### src/rtl/uart_cmd_parser.sv
// uart_cmd_parser
//   Decodes 5-byte command frames {SOF, CMD, ADDR, DATA, CHK} from the UART receive stage
//   into single-cycle register write/read strobes. It flags bad command codes, bad checksums
//   and inter-byte timeouts, and keeps a saturating error count.
// Ports
//   clk        system clock
//   rst_n      asynchronous, active-low reset
//   rx_valid   byte-ready level from the UART receiver (may stay high for many cycles)
//   rx_byte    received byte, valid while rx_valid is high
//   reg_wr_en  one-cycle write strobe
//   reg_rd_en  one-cycle read strobe
//   reg_addr   register address, held until the next strobe
//   reg_wdata  write data, held until the next write strobe
//   frame_err  one-cycle error pulse
//   err_cnt    saturating count of frame errors
//   busy       high whenever the FSM is not idle
module uart_cmd_parser #(
  parameter logic [7:0]  SOF_BYTE    = 8'hA5,
  parameter int unsigned TIMEOUT_CYC = 104166
) (
  input  logic       clk,
  input  logic       rst_n,
  input  logic       rx_valid,
  input  logic [7:0] rx_byte,
  output logic       reg_wr_en,
  output logic       reg_rd_en,
  output logic [7:0] reg_addr,
  output logic [7:0] reg_wdata,
  output logic       frame_err,
  output logic [7:0] err_cnt,
  output logic       busy
);

  localparam int unsigned TmoW = $clog2(TIMEOUT_CYC + 1);
  localparam logic [TmoW-1:0] TmoLast = TmoW'(TIMEOUT_CYC - 1);

  localparam logic [7:0] CmdWrite = 8'h01;
  localparam logic [7:0] CmdRead  = 8'h02;

  typedef enum logic [2:0] {StIdle, StCmd, StAddr, StData, StChk, StExec} state_e;

  state_e state_q, state_d;

  logic            rx_valid_q;
  logic [TmoW-1:0] tmo_q, tmo_d;
  logic            is_wr_q, is_wr_d;
  logic [7:0]      addr_q, addr_d;
  logic [7:0]      data_q, data_d;
  logic [7:0]      chk_q, chk_d;
  logic            wr_en_q, wr_en_d;
  logic            rd_en_q, rd_en_d;
  logic [7:0]      reg_addr_q, reg_addr_d;
  logic [7:0]      reg_wdata_q, reg_wdata_d;
  logic            frame_err_q, frame_err_d;
  logic [7:0]      err_cnt_q, err_cnt_d;

  logic accept;
  logic in_frame;
  logic tmo_expire;
  logic err;

  // Rising edge of rx_valid: one accept per byte however long the level is held.
  assign accept   = rx_valid & ~rx_valid_q;
  assign in_frame = (state_q != StIdle) && (state_q != StExec);
  // An accept in the expiry cycle takes priority over the timeout.
  assign tmo_expire = in_frame && !accept && (tmo_q == TmoLast);

  // State register
  always_ff @(posedge clk or negedge rst_n) begin
    if (!rst_n) begin
      state_q <= StIdle;
    end else begin
      state_q <= state_d;
    end
  end

  // Next-state logic
  always_comb begin
    state_d = state_q;
    err     = 1'b0;
    unique case (state_q)
      StIdle: begin
        if (accept && rx_byte == SOF_BYTE) state_d = StCmd;
      end
      StCmd: begin
        if (accept) begin
          if (rx_byte == CmdWrite || rx_byte == CmdRead) begin
            state_d = StAddr;
          end else begin
            state_d = StIdle;
            err     = 1'b1;
          end
        end else if (tmo_expire) begin
          state_d = StIdle;
          err     = 1'b1;
        end
      end
      StAddr: begin
        if (accept) begin
          state_d = StData;
        end else if (tmo_expire) begin
          state_d = StIdle;
          err     = 1'b1;
        end
      end
      StData: begin
        if (accept) begin
          state_d = StChk;
        end else if (tmo_expire) begin
          state_d = StIdle;
          err     = 1'b1;
        end
      end
      StChk: begin
        if (accept) begin
          if (rx_byte == chk_q) begin
            state_d = StExec;
          end else begin
            state_d = StIdle;
            err     = 1'b1;
          end
        end else if (tmo_expire) begin
          state_d = StIdle;
          err     = 1'b1;
        end
      end
      StExec:  state_d = StIdle;
      default: state_d = StIdle;
    endcase
  end

  // Output and datapath next-state logic
  always_comb begin
    is_wr_d     = is_wr_q;
    addr_d      = addr_q;
    data_d      = data_q;
    chk_d       = chk_q;
    wr_en_d     = 1'b0;
    rd_en_d     = 1'b0;
    reg_addr_d  = reg_addr_q;
    reg_wdata_d = reg_wdata_q;
    frame_err_d = err;
    err_cnt_d   = err_cnt_q;

    if (err && err_cnt_q != 8'hFF) err_cnt_d = err_cnt_q + 8'd1;

    if (!in_frame || accept || tmo_expire) begin
      tmo_d = '0;
    end else begin
      tmo_d = tmo_q + 1'b1;
    end

    if (accept) begin
      unique case (state_q)
        StCmd: begin
          is_wr_d = (rx_byte == CmdWrite);
          chk_d   = rx_byte;
        end
        StAddr: begin
          addr_d = rx_byte;
          chk_d  = chk_q ^ rx_byte;
        end
        StData: begin
          data_d = rx_byte;
          chk_d  = chk_q ^ rx_byte;
        end
        default: ;
      endcase
    end

    if (state_q == StExec) begin
      reg_addr_d = addr_q;
      if (is_wr_q) begin
        reg_wdata_d = data_q;
        wr_en_d     = 1'b1;
      end else begin
        rd_en_d = 1'b1;
      end
    end
  end

  always_ff @(posedge clk or negedge rst_n) begin
    if (!rst_n) begin
      rx_valid_q  <= 1'b0;
      tmo_q       <= '0;
      is_wr_q     <= 1'b0;
      addr_q      <= 8'h00;
      data_q      <= 8'h00;
      chk_q       <= 8'h00;
      wr_en_q     <= 1'b0;
      rd_en_q     <= 1'b0;
      reg_addr_q  <= 8'h00;
      reg_wdata_q <= 8'h00;
      frame_err_q <= 1'b0;
      err_cnt_q   <= 8'h00;
    end else begin
      rx_valid_q  <= rx_valid;
      tmo_q       <= tmo_d;
      is_wr_q     <= is_wr_d;
      addr_q      <= addr_d;
      data_q      <= data_d;
      chk_q       <= chk_d;
      wr_en_q     <= wr_en_d;
      rd_en_q     <= rd_en_d;
      reg_addr_q  <= reg_addr_d;
      reg_wdata_q <= reg_wdata_d;
      frame_err_q <= frame_err_d;
      err_cnt_q   <= err_cnt_d;
    end
  end

  assign reg_wr_en = wr_en_q;
  assign reg_rd_en = rd_en_q;
  assign reg_addr  = reg_addr_q;
  assign reg_wdata = reg_wdata_q;
  assign frame_err = frame_err_q;
  assign err_cnt   = err_cnt_q;
  assign busy      = (state_q != StIdle);

endmodule
### config.mk
export PLATFORM = sky130hd
export DESIGN_NAME = uart_cmd_parser
export DESIGN_NICKNAME = d
export VERILOG_FILES = /design/src/rtl/uart_cmd_parser.sv
export SDC_FILE = /design/constraint.sdc
export NUM_CORES = 1
export LEC_CHECK = 0
export BUFFER_PORTS_ARGS = -buffer_cell sky130_fd_sc_hd__clkbuf_2
export CAP_MARGIN = 5
export CORE_MARGIN = 2
export CORE_UTILIZATION = 30
export CTS_CLUSTER_DIAMETER = 100
export DETAILED_ROUTE_END_ITERATION = 8
export SYNTH_ARGS = -nofsm -noshare
export SYNTH_HDL_FRONTEND = slang
export SYNTH_SLANG_ARGS = --single-unit
### constraint.sdc
create_clock -name clk -period 2.5 [get_ports clk]
set_input_delay 0.125 -clock clk [delete_from_list [all_inputs] [get_ports clk]]
set_output_delay 0.125 -clock clk [all_outputs]
set_load 0.01 [all_outputs]
Word-level counts from Yosys, hierarchy flattened
Index checks and enable logic that the tools add are counted.

storage, ports and cells
  bits in registers = 73
  bits of input ports = 11
  output and inout port bits = 28
  logic and storage cells = 72

operators by class
  $add $sub $neg = 2
  equal/unequal tests = 13
  muxes and demuxes = 22
  bitwise operators = 3
  reduce and logical (&&, ||, !) cells = 19

operators with widths
  operator                                                               count
  3-bit two-way mux                                                      7
  17-bit by 1-bit adder with 17-bit output, second input constant        1
  17-bit equality test, second input constant                            1
  17-bit two-way mux                                                     1
  8-bit case mux with 2 select lines                                     1
  3-bit case mux with 5 select lines                                     1
  1-bit two-way mux                                                      10
  2-bit AND reduction                                                    5
  8-bit by 1-bit adder with 8-bit output, second input constant          1
  8-bit by 1-bit equality test with 1-bit output, second input constant  1
  8-bit by 2-bit equality test with 1-bit output, second input constant  1
  8-bit equality test                                                    1
  8-bit equality test, second input constant                             1
  8-bit inequality test, second input constant                           1
  8-bit XOR                                                              1
  3-bit by 2-bit equality test with 1-bit output, second input constant  2
  3-bit equality test, second input constant                             2
  1-bit logical AND                                                      5
  3-bit by 1-bit equality test with 1-bit output, second input constant  1
  3-bit zero test                                                        1
  1-bit logical OR                                                       3
  3-bit inequality test, second input constant                           1
  1-bit case mux with 3 select lines                                     1
  3-bit nonzero test                                                     1
  7 further kinds                                                        8

Longest topological paths before layout
Gate-level depths: netlist of the first run.

  depth in word-level cells = 9
  mapped depth = 8
  depth with buffers taken out = 8

Worst setup path before layout of the first run
Ideal clock, no wire load.

  kind = register to register
  start point = register err_cnt_q[0], in the netlist err_cnt[0]
  end point = register err_cnt_q[1], in the netlist err_cnt[1]
  setup time = 125 ps
  arrival time = 1838 ps
  required time = 2375 ps
  path slack = 537 ps
  stages on the path, launching flop included = 8
  buffers on the path = 0
  period minus slack after synthesis = 1963 ps
  cells stage by stage = dfrtp_1 ha_1 nand2_1 nor2_1 and4_1 or2_2 o22ai_4 mux2_4

between the ends
  cells in the longest elaborated chain, start to end = 2
  elaborated cells between the ends (all ways) = 3
  classes of those cells = add/sub: 1; eq/ne: 1; reduce/logical: 1

RTL lines
  item                                                                                            RTL line  RTL
  from (decl)                                                                                     55        logic [7:0] err_cnt_q, err_cnt_d;
  from (signal assigned)                                                                          208       err_cnt_q <= err_cnt_d;
  parallel branches: the longest is 2 deep, another holds 8-bit by 1-bit adder with 8-bit output  -

Parallel ways; which one is timed is not known.
A chain may end at the register's enable or synchronous reset.

Worst setup path after layout of the first run
  start point = register tmo_q[0]
  end point = register err_cnt_q[1], in the netlist err_cnt[1]

between the ends
  cells in the longest elaborated chain, start to end = 6
  elaborated cells between the ends (all ways) = 8
  classes of those cells = eq/ne: 1; mux: 5; reduce/logical: 2

RTL lines
  item                                  RTL line      RTL
  from (decl)                           45            logic [TmoW-1:0] tmo_q, tmo_d;
  from (signal assigned)                198           tmo_q <= tmo_d;
  17-bit equality test *                66            assign tmo_expire = in_frame && !accept && (tmo_q == TmoLast);
  1-bit logical AND *                   66
  1-bit two-way mux *                   -
  1-bit two-way mux (on tied branches)  115, 107, 86
  1-bit case mux with 3 select lines *  81            unique case (state_q)
  1-bit logical AND *                   145           if (err && err_cnt_q != 8'hFF) err_cnt_d = err_cnt_q + 8'd1;

Mark *: on every way between the ends. The rest lies on a longest branch, timed or not.

==> metrics.csv, run 1 <==
metric,value,unit
Starting Density,31.0,%
layout cells sized above 1,26.8,%
Syn Area/Cell,10.8,µm²
"FF+latch count, synth",73,
"Req. time, crit path",2710,ps
slew margin rel.,54.0,%
drt first pass iters,7,
status,finished with violations,
mapped cell area,0.00357,mm²
Hold Crit Class,in -> reg,
sw power,1230,µW
via count,2607,
Core Rows,39,
internal power,2610,µW
antenna-violating nets left,0,
warnings from Yosys,0,
overall routing resource usage,12.7,%
Worst-Margin Slew,689,ps
violated checks,design-rule violations,
Detail Placement HPWL,5420,µm
Crit. End Element,flip-flop,
max-cap viol count,0,
sequential area share after synthesis,51.1,%
postcts setup bufs,0,
Final Max Tran Viols,0,
first-pass GRT wire length,12900,µm
Setup crit start kind,flip-flop,
H-tree level count,3,
Clock Sinks,73,
Final min period,2100,ps
vias in the first global route,2574,
placed insts,501,
synth top area cells,"dfrtp_1, mux2_2, nor2_1, xnor2_1, xor2_1",
clock share of power,29.1,%
Max Buffers Root-to-Sink,2,
multi-input combinational cell area,0.00166,mm²
Cells after Synth,330,
"non-filler cells, final",516,
PwrDens,912,mW/mm²
"most common cell after layout, fill and taps aside",dfrtp_1,
VDD IR max,0.313,mV
CTS tree,built,
slowest cell on the critical path,dfrtp_1,
Mapped Nets,344,
Synth cell types,48,
pre-CTS setup slack,458,ps
grt total ovfl,0,
largest net degree at the start of global routing,34,
IO Count,39,
setup ws final,402,ps
vias per cell,5.05,
clk_skew,7.57,ps
Tcrit/Tclk final,83.9,%
Setup CP Type,reg -> reg,
unrepaired setup endpoints after global routing,false,
Seq pwr share,44.4,%
Comb pwr share,26.5,%
Die X,113,µm
die area,0.0128,mm²
Pwr Total,3840,µW
switch share,32.0,%
CP max stage delay,420,ps
crit path cell chain,"ha_1, and4b_1, nand4_1, a21oi_1, a31oi_1, o22ai_4, mux2_4",
routability cong.,0.879,
fin nets,385,
DRC,2,
most frequent cells in the layout,"dfrtp_1, nor2_1, clkbuf_2, mux2_2, a21oi_1",
number of flops mapped to enable cells by yosys,0,
antenna violations before repair,0,
"Top FF cell, synth",dfrtp_1,
setup TNS,0,ps
Final Setup Violations,0,
fill cell count,1147,
largest area contributor in the netlist,dfrtp_1,
total leakage power,0.00198,µW
Final Hold Viols,0,
routed wire length per instance,14.7,µm
register area,0.00183,mm²
WL final,7590,µm
Synth-to-Final Area Change,17.7,%
die height,113,µm
Num CTS Buffers,9,
fmax,477,MHz
port buffer count,38,
Hold WS,150,ps
"CTS clk-pin slew, worst paths",60,ps
critical path peak fanout,5,
Clk Tree Root Cell,clkbuf_16,
initial DRC count,96,
worst-skew pair later-pin latency,330,ps
Synth top area share,51.1,%
critical path arrival,2310,ps
asr flop ratio synth,100,%
Ant. Diodes,0,
Placeable Area,0.0115,mm²
cells in the mapped netlist (7+ instances only):
cell / n
nand3_1: 10
xnor2_1: 15
and3_1: 8
clkbuf_1: 8
nor2_1: 43
nor3_1: 18
buf_2: 7
mux2_2: 31
dfrtp_1: 73
and4_1: 9
nand2_1: 14
xor2_1: 13
a21oi_1: 21
critical path: cells and delay by family, from the launching register on:
kind,cells,cell delay (ps)
AO/OA/AOI/OAI,3,630
adder cells (fa/ha/maj),1,210
flip-flops,1,420
multiplexers,1,320
AND/OR/NAND/NOR,2,390
layout make-up:
type / count / area share (%)
sequential: 73 / 43.4
multi-input combinational: 236 / 39.4
timing repair buffer: 47 / 6.54
clock buffer: 12 / 5.86
tap: 143 / 4.25
inverter: 4 / 0.357
clock inverter: 1 / 0.119
layer usage:
layer / vias up / global-route usage, % / part of all wire [%]
li1: 1252 / - / -
met3: 11 / 3.80 / 4.1
met1: 1292 / 16.2 / 46
met2: 52 / 20.7 / 48
met5: - / 0 / 0
met4: 0 / 4.31 / 1.7
sequential cells by signal, indices dropped and copies added (netlist names), 3 cells and up:
signal	flops
reg_wdata	8
state_q	3
err_cnt	8
tmo_q	17
reg_addr	8
data_q	8
chk_q	8
addr_q	8
stage by stage:
| stage | instance area (µm²) | util (%) |
|---|---|---|
| after floorplan | 3570 | - |
| after global placement | 3940 | 34.2 |
| after detailed placement | 3940 | 34.2 |
| after CTS | 4210 | 36.5 |
| after global routing | 4210 | 36.5 |
| final | 4210 | 36.5 |
final timing paths:
check / slack, ps / cells after the start / start / end
max: 400 / 7 / tmo_q[0] / err_cnt[1]
min: 150 / 2 / rx_byte[1] / data_q[1]
max reg2reg: 400 / 7 / tmo_q[0] / err_cnt[1]
min reg2reg: 460 / 1 / is_wr_q / reg_rd_en
max in group asynchronous: 1480 / 3 / rst_n / data_q[5]
min in group asynchronous: 360 / 2 / rst_n / tmo_q[13]
power by group through the flow:
stage | Combinational [µW] | Sequential [µW] | Clock, µW
after floorplan | 747 | 1680 | 0
final | 1020 | 1700 | 1120
after detailed placement | 1020 | 1720 | 0
after CTS | 1030 | 1710 | 1160
after global routing | 1150 | 1750 | 1200
after global placement | 998 | 1700 | 0
kinds of logic (layout without fill, tap and decap cells):
logic type | after synthesis | in the layout | share of synthesized area, %
AO/OA/AOI/OAI | 44 | 44 | 8.65
XOR/XNOR | 28 | 28 | 6.86
adder cells (fa/ha/maj) | 3 | 3 | 1.05
buffers and inverters | 21 | 64 | 2.45
flip-flops | 73 | 73 | 51.1
multiplexers | 33 | 33 | 10.5
AND/OR/NAND/NOR | 128 | 128 | 19.4
timing repair:
action | CTS | global route
hold buffers | 2 | 0
gates resized for setup | 0 | 0
endpoints found under the hold margin | 27 | 0
No activity file was read; power rests on OpenSTA's default activity.
==> run 2, diff against run 1 <==
==> constraint.sdc (replaced) <==
create_clock -name clk -period 1.99 [get_ports clk]
set_input_delay 0.0995 -clock clk [delete_from_list [all_inputs] [get_ports clk]]
set_output_delay 0.0995 -clock clk [all_outputs]
set_load 0.01 [all_outputs]
==> run 2 against run 1 <==
  * The flow still finishes with violations (design-rule violations)
  * Global-route usage increased by 0.86 points
  * Count of clock-buffer cells in the layout decreased by 1
  * Worst hold slack got worse by 59 ps
  * Combinational power increased by 41%
  * Final cell count increased by 4.3%
  * Critical path type unchanged
==> metrics.csv, run 2 (synthesis gave the netlist of run 1 again) <==
metric,value,unit,change
status,finished with violations,,
violated checks,design-rule violations,,
die area,0.0128,mm²,unchanged
Die X,113,µm,unchanged
internal power,3770,µW,+44%
routed wire length per instance,14.9,µm,+1.0%
Worst-Margin Slew,705,ps,+15.6 ps
Tcrit/Tclk final,95.9,%,+12 points
routability cong.,0.906,,+3.1%
Reg-to-Reg Start,tmo_q[1],,
overall routing resource usage,13.6,%,+0.86 points
Starting Density,31.0,%,unchanged
CP Capture Point,err_cnt[1],,
critical path arrival,2130,ps,-180 ps
grt total ovfl,0,,unchanged
Clock Sinks,73,,unchanged
Final Setup Violations,0,,unchanged
Detail Placement HPWL,5770,µm,+6.4%
clock share of power,34.5,%,+5.4 points
drt first pass iters,6,,-1
"Most flops, register",tmo_q,,
Setup crit start kind,flip-flop,,
H-tree level count,3,,unchanged
worst setup path startpoint,tmo_q[1],,
Final min period,1910,ps,-189 ps
Ant. Diodes,0,,unchanged
most frequent cells in the layout,"dfrtp_1, nor2_1, clkbuf_2, mux2_2, buf_4",,
antenna violations before repair,0,,unchanged
setup TNS,0,ps,unchanged
unrepaired setup endpoints after global routing,true,,
total leakage power,0.00212,µW,+6.9%
final core occ,38.7,%,+2.2 points
fill cell count,1112,,-3.1%
Hold Crit Class,in -> reg,,
slew margin rel.,53.0,%,-1.0 points
placed insts,518,,+3.4%
die height,113,µm,unchanged
IO Count,39,,unchanged
"CTS clk-pin slew, worst paths",60,ps,about the same
FF-to-FF End,err_cnt[1],,
port buffer count,38,,unchanged
DRC,2,,unchanged
R2R depth,8,,+1
worst-skew pair later-pin latency,340,ps,about the same
Seq pwr share,38.8,%,-5.6 points
Final Max Tran Viols,0,,unchanged
"most common cell after layout, fill and taps aside",dfrtp_1,,
Num CTS Buffers,9,,unchanged
Placeable Area,0.0115,mm²,unchanged
R2R Setup Slk,80,ps,-320 ps
Clk Tree Root Cell,clkbuf_16,,
fin nets,404,,+4.9%
Synth-to-Final Area Change,24.9,%,
Setup CP Type,reg -> reg,,
Core Rows,39,,unchanged
clk_skew,6.54,ps,-1.03 ps
PwrDens,1210,mW/mm²,+32%
switch share,30.1,%,-1.9 points
CTS tree,built,,
VDD IR max,0.423,mV,+35%
Crit. End Element,flip-flop,,
initial DRC count,266,,+180%
max reg flops,17,,unchanged
Pwr Total,5390,µW,+40%
first-pass GRT wire length,13500,µm,+4.3%
vias per cell,4.97,,-1.6%
Comb pwr share,26.7,%,+0.2 points
WL final,8000,µm,+5.3%
largest net degree at the start of global routing,33,,-2.9%
vias in the first global route,2693,,+4.6%
max-cap viol count,0,,unchanged
fmax,524,MHz,+9.9%
critical path peak fanout,5,,unchanged
Max Buffers Root-to-Sink,2,,unchanged
sw power,1620,µW,+32%
"non-filler cells, final",538,,+4.3%
layout cells sized above 1,32.4,%,+5.6 points
"Req. time, crit path",2210,ps,-500 ps
via count,2675,,+2.6%
antenna-violating nets left,0,,unchanged
Final Hold Viols,0,,unchanged
run 2: routing by layer:
metal  share of wire (%)  track usage (%)  up-vias
li1                    -                -     1293
met1                  46             17.3     1298
met2                  46             20.6       72
met3                 6.3             5.20       12
met4                 2.1             5.61        0
met5                   0                0        -
run 2: final cells by class:
type / instances / area [µm²] / area share, %
flip-flops and latches: 73 / 1830 / 40.9
multi-input cells: 236 / 1680 / 37.6
repair buffers: 66 / 418 / 9.37
well taps: 143 / 179 / 4.01
clock inverters: 5 / 103 / 2.30
inverters: 4 / 15.0 / 0.337
clock buffers: 11 / 243 / 5.44
run 2: metrics by stage:
stage	worst slack [ps]	instance area, µm²	hold WS (ps)
floorplan	27.1	3570	-196
global placement	68.6	4060	127
detailed placement	45.2	4060	134
CTS	25.2	4430	87.3
global route	-37.6	4460	85.0
finish	80.8	4460	91.4
run 2: worst min-delay path by stage:
stage | end | slack [ps] | from | cells past startpoint
2_1_floorplan | addr_q[0] | -200 | rst_n | 0
3_3_place_gp | reg_wdata[3] | 130 | rst_n | 1
3_5_place_dp | reg_wdata[3] | 130 | rst_n | 1
4_1_cts | data_q[7] | 90 | rx_byte[7] | 2
5_1_grt | data_q[7] | 90 | rx_byte[7] | 2
6_report | data_q[7] | 90 | rx_byte[7] | 2
run 2: worst max-delay path, stage by stage (launching register included):
cell and delay [ps]:
dfrtp_1 380, inv_1 50, ha_1 120, and4b_1 200, a41o_2 220, o31a_4 170
nand3_4 90, o22ai_4 240, mux2_4 320
run 2: repair_timing:
| action | in CTS | in global routing |
|---|---|---|
| setup buffers | 0 | 2 |
| hold buffers | 2 | 0 |
| endpoints found under the hold margin | 24 | 0 |
| endpoints found under the setup margin | 0 | 12 |
| gates resized for setup | 0 | 5 |
run 2: power groups by stage:
stage | Clock, µW | Combinational, µW | Sequential [µW]
detailed placement | 0 | 1420 | 2120
global placement | 0 | 1400 | 2100
floorplan | 0 | 939 | 2110
global route | 1960 | 1640 | 2150
CTS | 1900 | 1440 | 2090
finish | 1860 | 1440 | 2090
==> run 3, diff against run 2 <==
--- a/config.mk
+++ b/config.mk
@@ -11,6 +11,7 @@
 export CORE_UTILIZATION = 30
 export CTS_CLUSTER_DIAMETER = 100
 export DETAILED_ROUTE_END_ITERATION = 8
+export MAX_ROUTING_LAYER = met4
 export SYNTH_ARGS = -nofsm -noshare
 export SYNTH_HDL_FRONTEND = slang
 export SYNTH_SLANG_ARGS = --single-unit
==> run 3 against run 2 <==
  * The flow still finishes with violations (design-rule violations)
  * Die area did not move
  * Core utilization did not move
  * Total power barely moved
  * Routed wire length rose by 0.16%
  * Sequential cell count did not move
  * Clock skew rose by 2.5 ps
==> metrics.csv, run 3 (synthesis gave the netlist of run 1 again) <==
metric,value,unit,change
status,finished with violations,,
violated checks,design-rule violations,,
met3 Use GR,4.28,%,-0.91 points
fin area,0.00446,mm²,unchanged
PwrDens,1210,mW/mm²,about the same
via count,2701,,+0.97%
Clock Sinks,73,,unchanged
routed wire length per instance,14.9,µm,+0.16%
drt first pass iters,7,,+1
Final Max Tran Viols,0,,unchanged
Num CTS Buffers,9,,unchanged
port buffer count,38,,unchanged
routability cong.,0.922,,+1.7%
antenna-violating nets left,0,,unchanged
clk_skew,9.03,ps,+2.49 ps
total leakage power,0.00212,µW,unchanged
critical path arrival,2130,ps,about the same
Synth-to-Final Area Change,24.9,%,unchanged
max reg flops,17,,unchanged
Final min period,1910,ps,+1.46 ps
layout cells sized above 1,32.4,%,unchanged
WL final,8010,µm,+0.16%
Max Buffers Root-to-Sink,2,,unchanged
Final Setup Violations,0,,unchanged
grt total ovfl,0,,unchanged
Tcrit/Tclk final,96.0,%,about the same
Worst-Margin Slew,705,ps,-0.0557 ps
Detail Placement HPWL,5770,µm,unchanged
met2 Track Usage GR,20.8,%,+0.16 points
largest net degree at the start of global routing,33,,unchanged
Clk Tree Root Cell,clkbuf_16,,
Core Rows,39,,unchanged
worst-skew pair later-pin latency,330,ps,about the same
Hold Crit Class,in -> reg,,
critical path peak fanout,5,,unchanged
"Most flops, register",tmo_q,,
die area,0.0128,mm²,unchanged
unrepaired setup endpoints after global routing,true,,
slew margin rel.,53.0,%,about the same
Area after DPL,0.00406,mm²,unchanged
antenna violations before repair,0,,unchanged
max-cap viol count,0,,unchanged
"Req. time, crit path",2210,ps,about the same
vias in the first global route,2698,,+0.19%
"most common cell after layout, fill and taps aside",dfrtp_1,,
DRC,2,,unchanged
Placeable Area,0.0115,mm²,unchanged
H-tree level count,3,,unchanged
CTS tree,built,,
Setup crit start kind,flip-flop,,
fin nets,404,,unchanged
met1 Track Usage GR,17.2,%,-0.14 points
"CTS clk-pin slew, worst paths",60,ps,about the same
fmax,523,MHz,about the same
IO Count,39,,unchanged
Starting Density,31.0,%,unchanged
initial DRC count,217,,-18%
Ant. Diodes,0,,unchanged
Final Hold Viols,0,,unchanged
GRT Max-Usage Layer,met2,,
first-pass GRT wire length,13400,µm,-0.15%
overall routing resource usage,13.9,%,+0.31 points
VDD IR max,0.419,mV,-1.1%
most frequent cells in the layout,"dfrtp_1, nor2_1, clkbuf_2, mux2_2, buf_4",,
final core occ,38.7,%,unchanged
Crit. End Element,flip-flop,,
vias per cell,5.02,,+0.97%
Setup CP Type,reg -> reg,,
die height,113,µm,unchanged
Die X,113,µm,unchanged
[run 3: cell counts in the layout (fill, tap and decap cells not counted)]
Identical to the previous run, type by type.
[run 3: area by class of cell]
cell class / instances / area (µm²)
clock buffer: 11 / 243
clock inverter: 5 / 103
fill: 1112 / 7050
inverter: 4 / 15.0
multi-input combinational: 236 / 1680
sequential: 73 / 1830
tap: 143 / 179
timing repair buffer: 66 / 418
[run 3: routing by layer]
metal	vias to the layer above	wire, µm
met2	77	3660
met4	0	217
met3	19	410
met5	-	0
li1	1296	-
met1	1309	3720
[run 3: critical path, cell delays in order, from the launching register on]
cell     delay [ps]
dfrtp_1         380
inv_1            50
ha_1            120
and4b_1         200
a41o_2          220
o31a_4          170
nand3_4          90
o22ai_4         240
mux2_4          320
[run 3: what timing repair did]
action	4_1_cts	5_1_grt
setup buffers	0	2
hold endpoints to repair	24	0
hold buffers	2	0
resized for setup	0	5
endpoints found under the setup margin	0	12
[run 3: final timing paths]
path                            depth (start not counted)            to  slack [ps]       start
worst min-delay path                                    2     data_q[7]         100  rx_byte[7]
worst max-delay path                                    8    err_cnt[1]          80    tmo_q[1]
worst max register to register                          8    err_cnt[1]          80    tmo_q[1]
worst min register to register                          1     reg_rd_en         470     is_wr_q
min in group asynchronous                               2  reg_wdata[3]         300       rst_n
max in group asynchronous                               3   reg_addr[2]        1030       rst_n
[run 3: through the flow]
| step | power, µW | cells | setup slack (ps) | setup TNS (ps) | hold slack (ps) |
|---|---|---|---|---|---|
| after floorplan | 3050 | 330 | 27.1 | 0 | -196 |
| after global placement | 3500 | 518 | 68.6 | 0 | 127 |
| after detailed placement | 3540 | 518 | 45.2 | 0 | 134 |
| after CTS | 5420 | 536 | 25.2 | 0 | 87.3 |
| after global routing | 5740 | 538 | -37.4 | -37.4 | 89.1 |
| final | 5380 | 538 | 79.3 | 0 | 98.4 |
[run 3: report_power, final]
group	leakage (µW)	internal [µW]	switching, µW
Sequential	0.000985	1830	260
Combinational	0.000967	679	761
Clock	0.000166	1260	596
